<file path="src/rtl/iob_system_tester_pbus_gate.sv">
// Single-outstanding-read gate in front of the tester peripheral-bus splitter.
// Blocks new requests while a read is pending and terminates lost reads with an error word.
//
// state   | meaning
// IDLE    | requests pass through; rvalid from the splitter here is stray
// RD_WAIT | one read outstanding; requests blocked, timeout counter running
module iob_system_tester_pbus_gate #(
  parameter int                 ADDR_W    = 30,
  parameter int                 DATA_W    = 32,
  parameter int                 TIMEOUT_W = 8,
  parameter int unsigned        TIMEOUT   = 255,
  parameter logic [DATA_W-1:0]  ERR_RDATA = 32'hDEADBEEF
) (
  input  logic                clk_i,
  input  logic                arst_n_i,
  input  logic                cke_i,
  input  logic                rst_i,
  input  logic                s_iob_valid_i,
  input  logic [ADDR_W-1:0]   s_iob_addr_i,
  input  logic [DATA_W-1:0]   s_iob_wdata_i,
  input  logic [DATA_W/8-1:0] s_iob_wstrb_i,
  output logic                s_iob_ready_o,
  output logic                s_iob_rvalid_o,
  output logic [DATA_W-1:0]   s_iob_rdata_o,
  output logic                m_iob_valid_o,
  output logic [ADDR_W-1:0]   m_iob_addr_o,
  output logic [DATA_W-1:0]   m_iob_wdata_o,
  output logic [DATA_W/8-1:0] m_iob_wstrb_o,
  input  logic                m_iob_ready_i,
  input  logic                m_iob_rvalid_i,
  input  logic [DATA_W-1:0]   m_iob_rdata_i,
  output logic                timeout_o,
  output logic                stray_o,
  input  logic                err_clr_i
);

  typedef enum logic {IDLE = 1'b0, RD_WAIT = 1'b1} state_t;

  localparam logic [TIMEOUT_W-1:0] TO_CNT = TIMEOUT_W'(TIMEOUT);
  localparam bit                   TO_EN  = (TIMEOUT != 0);

  state_t                 state_q, state_d;
  logic [TIMEOUT_W-1:0]   cnt_q, cnt_d;
  logic                   timeout_q, timeout_d;
  logic                   stray_q, stray_d;
  logic                   to_set, stray_set;

  assign m_iob_addr_o  = s_iob_addr_i;
  assign m_iob_wdata_o = s_iob_wdata_i;
  assign m_iob_wstrb_o = s_iob_wstrb_i;
  assign timeout_o     = timeout_q;
  assign stray_o       = stray_q;

  always_comb begin
    state_d        = state_q;
    cnt_d          = cnt_q;
    to_set         = 1'b0;
    stray_set      = 1'b0;
    m_iob_valid_o  = 1'b0;
    s_iob_ready_o  = 1'b0;
    s_iob_rvalid_o = 1'b0;
    s_iob_rdata_o  = m_iob_rdata_i;
    case (state_q)
      IDLE: begin
        m_iob_valid_o = s_iob_valid_i;
        s_iob_ready_o = m_iob_ready_i;
        stray_set     = m_iob_rvalid_i;
        if (s_iob_valid_i && m_iob_ready_i && (s_iob_wstrb_i == '0)) begin
          state_d = RD_WAIT;
          cnt_d   = '0;
        end
      end
      RD_WAIT: begin
        s_iob_rvalid_o = m_iob_rvalid_i;
        if (m_iob_rvalid_i) begin
          state_d = IDLE;
        end else if (TO_EN && (cnt_q == TO_CNT)) begin
          s_iob_rvalid_o = 1'b1;
          s_iob_rdata_o  = ERR_RDATA;
          to_set         = 1'b1;
          state_d        = IDLE;
        end else if (cnt_q != '1) begin
          cnt_d = cnt_q + 1'b1;
        end
      end
      default: state_d = IDLE;
    endcase
    // a set event in the clear cycle wins
    timeout_d = to_set | (timeout_q & ~err_clr_i);
    stray_d   = stray_set | (stray_q & ~err_clr_i);
  end

  always_ff @(posedge clk_i or negedge arst_n_i) begin
    if (!arst_n_i) begin
      state_q   <= IDLE;
      cnt_q     <= '0;
      timeout_q <= 1'b0;
      stray_q   <= 1'b0;
    end else if (cke_i) begin
      if (rst_i) begin
        state_q   <= IDLE;
        cnt_q     <= '0;
        timeout_q <= 1'b0;
        stray_q   <= 1'b0;
      end else begin
        state_q   <= state_d;
        cnt_q     <= cnt_d;
        timeout_q <= timeout_d;
        stray_q   <= stray_d;
      end
    end
  end

endmodule
</file>
<file path="config.mk">
export PLATFORM = sky130hd
export DESIGN_NAME = iob_system_tester_pbus_gate
export DESIGN_NICKNAME = d
export VERILOG_FILES = /design/src/rtl/iob_system_tester_pbus_gate.sv
export SDC_FILE = /design/constraint.sdc
export NUM_CORES = 1
export LEC_CHECK = 0
export BUFFER_PORTS_ARGS = -buffer_cell sky130_fd_sc_hd__buf_2
export CORE_AREA = 3 3 80 82
export DETAILED_ROUTE_END_ITERATION = 8
export DIE_AREA = 0 0 83 85
export PLACE_DENSITY = 0.68
export REMOVE_ABC_BUFFERS = 1
export SYNTH_ARGS = -nofsm -noshare
export SYNTH_HDL_FRONTEND = slang
export SYNTH_SLANG_ARGS = --single-unit
</file>
<file path="constraint.sdc">
create_clock -name clk_i -period 4.09 [get_ports clk_i]
set_input_delay 0.2045 -clock clk_i [delete_from_list [all_inputs] [get_ports clk_i]]
set_output_delay 0.2045 -clock clk_i [all_outputs]
set_load 0.03 [all_outputs]
</file>
==> results.py <==
metrics = {
    "outcome": {
        "outcome": "finished, final reports clean",
    },
    "sta": {
        "fin_skew_ps": 1.22,
        "max_slew_margin_pct": 23.4,
        "finalMaxSlewViolations": 0,
        "max_freq_mhz": 364,
        "fin_ws_ps": 1350,
        "setup_tns_ps": 0,
        "rsz0062_at_grt": "no",
        "min_period_over_period_pct": 67.1,
        "period_minus_slack_ps": 2740,
        "finalSetupViolCount": 0,
        "worst_pin_slew_ps": 1140,
        "finalHoldViolations": 0,
    },
    "logic_synthesis": {
        "synth_compound_area_share_pct": 11.3,
        "synth_top_area_cell": "buf_4",
        "synth_area_leaders": "buf_4, dfrtp_1, or2_2",
        "synth_area_um2": 1440,
        "ys_ff_latch": 11,
        "synth_cell_types": 38,
        "yosysMostFrequentCell": "buf_4",
        "synth_edf_count": 0,
        "synth_top_family_by_area": "buffers and inverters",
        "synthTopCellsByCount": "buf_4, or2_2, dfrtp_1, nor2b_1, nand2_1",
        "synthArstFlopShare_pct": 100,
        "synth_area_per_cell_um2": 8.21,
        "synthMuxAreaShare_pct": 0.784,
        "synth_xor_area_share_pct": 0,
        "synth_top_area_share_pct": 34.5,
        "seq_area_frac_synth_pct": 19.2,
        "synthesis.instances": 175,
        "synthSimpleGateAreaFrac_pct": 29.7,
        "yosysWarningCount": 0,
        "yosys_most_used_dff": "dfrtp_1",
        "synth_fa_ha_area_share_pct": 0.871,
    },
    "clock_tree": {
        "h-tree-depth": 1,
        "numCtsBuffers": 3,
        "cts_setup_buffers": 0,
        "path_clk_slew_ps": 50,
        "cts_tree": "yes",
        "clkSinkCount": 11,
        "clock_latency_ps": 240,
        "clockBufferDepth": 2,
        "cts_root_buffer": "clkbuf_8",
    },
    "floorplan": {
        "start_util_pct": 24.7,
        "pin_count": 209,
        "rows": 28,
        "die_area_um2": 7060,
        "die_x_um": 83,
        "core_area_um2": 5820,
        "die_y_um": 85,
    },
    "route": {
        "wirelength_mm": 7.47,
        "drtIter0Drc": 34,
        "antenna_left": 0,
        "viasPerCell": 4.43,
        "drc": 0,
        "vias": 1195,
        "wl_per_cell_um": 27.7,
        "dr.pass1.iters": 6,
    },
    "worst_setup_path": {
        "worstSetupPathType": "reg -> out",
        "cp-start-kind": "flip-flop",
        "critPathCaptureType": "output pin",
        "crit_family": "simple AND/OR/NAND/NOR gates",
        "cp-endpoint": "s_iob_rdata_o[29]",
        "cpMaxStageDelayCell": "nor4_4",
        "worst-path-buf-inv": 1,
        "worstPathArrival_ps": 2540,
        "timing.rr.start": "cnt_q[0]$_DFFE_PN0P_",
        "crit_cells": 5,
        "slowest_delay_ps": 1010,
        "reg2reg_to": "timeout_o$_DFFE_PN0P_",
        "path_max_fanout": 33,
        "required_ps": 3890,
        "cp_cell_sequence": "ha_1 > nand4_4 > nor4_4 > and2b_1 > buf_2",
        "reg2reg_slack_ps": 1870,
        "critPathLaunch": "cnt_q[0]$_DFFE_PN0P_",
        "reg2reg_depth": 4,
    },
    "cells_and_area": {
        "n_fill_cell": 659,
        "final_core_utilization_pct": 25.4,
        "nNetsFinal": 303,
        "drive_gt1_share_pct": 57.4,
        "diodes": 0,
        "syn_to_final_growth_pct": 2.79,
    },
    "worst_hold_path": {
        "holdCritPathClass": "in -> reg",
        "holdPathStages": 2,
        "hold_start": "rst_i",
    },
    "placement": {
        "routabilityCongestion": 0.933,
        "port_buffers": 84,
        "place_ws_ps": 1590,
        "dp_hpwl_mm": 6.70,
    },
    "global_route": {
        "grt_pass1_wl_mm": 9.76,
        "grt_antenna_before_repair": 0,
        "grt_max_degree": 34,
        "track_usage_pct": 19.9,
        "grt_pass1_vias": 1146,
        "gr-total-overflow": 0,
    },
    "power": {
        "vdd_drop_max_mv": 0.136,
        "p_per_area_nw_per_um2": 230,
        "power.leakage_nw": 0.794,
    },
    "flow_run": {
        "maxCapViolCount": 0,
    },
}
[metrics by stage]
step | cell area [um2] | hold WS (ps) | power [W] | std cells
floorplan | 907 | -91.1 | 0.000177 | 106
global placement | 1420 | 92.3 | 0.000228 | 265
detailed placement | 1420 | 99.4 | 0.000228 | 265
CTS | 1480 | 200 | 0.000343 | 270
global route | 1480 | 220 | 0.000353 | 270
finish | 1480 | 205 | 0.000339 | 270
[layer usage]
metal / share of wire [%] / wire [um] / vias up / track usage [%]
met5: 0 / 0 / - / 0
li1: - / - / 563 / -
met1: 32 / 2410 / 520 / 19.7
met3: 28 / 2100 / 2 / 28.2
met4: 0.094 / 7 / 0 / 1.34
met2: 39 / 2950 / 110 / 25.2
[how the worst min path moves through the flow]
stage                           end  slack [ps]
2_1_floorplan  cnt_q[0]$_DFFE_PN0P_         -90
3_3_place_gp   cnt_q[2]$_DFFE_PN0P_          90
3_5_place_dp   cnt_q[5]$_DFFE_PN0P_         100
4_1_cts         stray_o$_DFFE_PN0P_         200
5_1_grt         stray_o$_DFFE_PN0P_         220
6_report        stray_o$_DFFE_PN0P_         210
[cell usage in the layout, fill, tap and decap left out, types with 2 or more instances in the layout]
| cell | n |
|---|---|
| buf_2 | 84 |
| or2_2 | 21 |
| nor2b_1 | 11 |
| dfrtp_1 | 11 |
| nand2_1 | 8 |
| inv_1 | 5 |
| nand3_1 | 4 |
| nor2_1 | 4 |
| or2_1 | 3 |
| and2b_1 | 3 |
| o211ai_1 | 3 |
| o21ai_0 | 3 |
| clkbuf_8 | 3 |
| and2_1 | 2 |
| or4_1 | 2 |
| o311ai_0 | 2 |
| a21o_1 | 2 |
| a22o_1 | 2 |
[worst reg2reg max path, cell delays in order (launching register included)]
cell and delay [ps]:
dfrtp_1 370, ha_1 280, nand4_4 190, nor4_4 1010, a221o_1 310
[state kept, by name (all words and copies together), names as in the netlist]
signal     cells
state_q        1
cnt_q          8
stray_o        1
timeout_o      1
[timing repair]
item,CTS,global route
gates resized for setup,0,0
hold buffers,1,0
hold endpoints to repair,11,0
[cell type report]
| cell class | instances | area, um2 | area share, % |
|---|---|---|---|
| multi-input cells | 90 | 613 | 41.5 |
| inverters | 5 | 18.8 | 1.27 |
| well taps | 75 | 93.8 | 6.36 |
| flip-flops and latches | 11 | 275 | 18.6 |
| clock buffers | 4 | 45.0 | 3.05 |
| repair buffers | 85 | 430 | 29.2 |
[power breakdown]
part	total, W	switching, W	internal (W)	leakage, nW
sequential	0.000112	0.00000139	0.000111	0.152
combinational	0.000114	0.0000706	0.0000436	0.619
clock	0.000113	0.0000442	0.0000688	0.0228
total	0.000339	0.000116	0.000223	0.794
[logic make-up (layout without fill, tap and decap cells)]
kind of cell / Yosys count / after routing
AO/OA/AOI/OAI: 22 / 22
adder cells (fa/ha/maj): 1 / 1
buffers and inverters: 74 / 94
flip-flops: 11 / 11
multiplexers: 1 / 1
AND/OR/NAND/NOR: 66 / 66
Power figures use the tool's default switching activity.
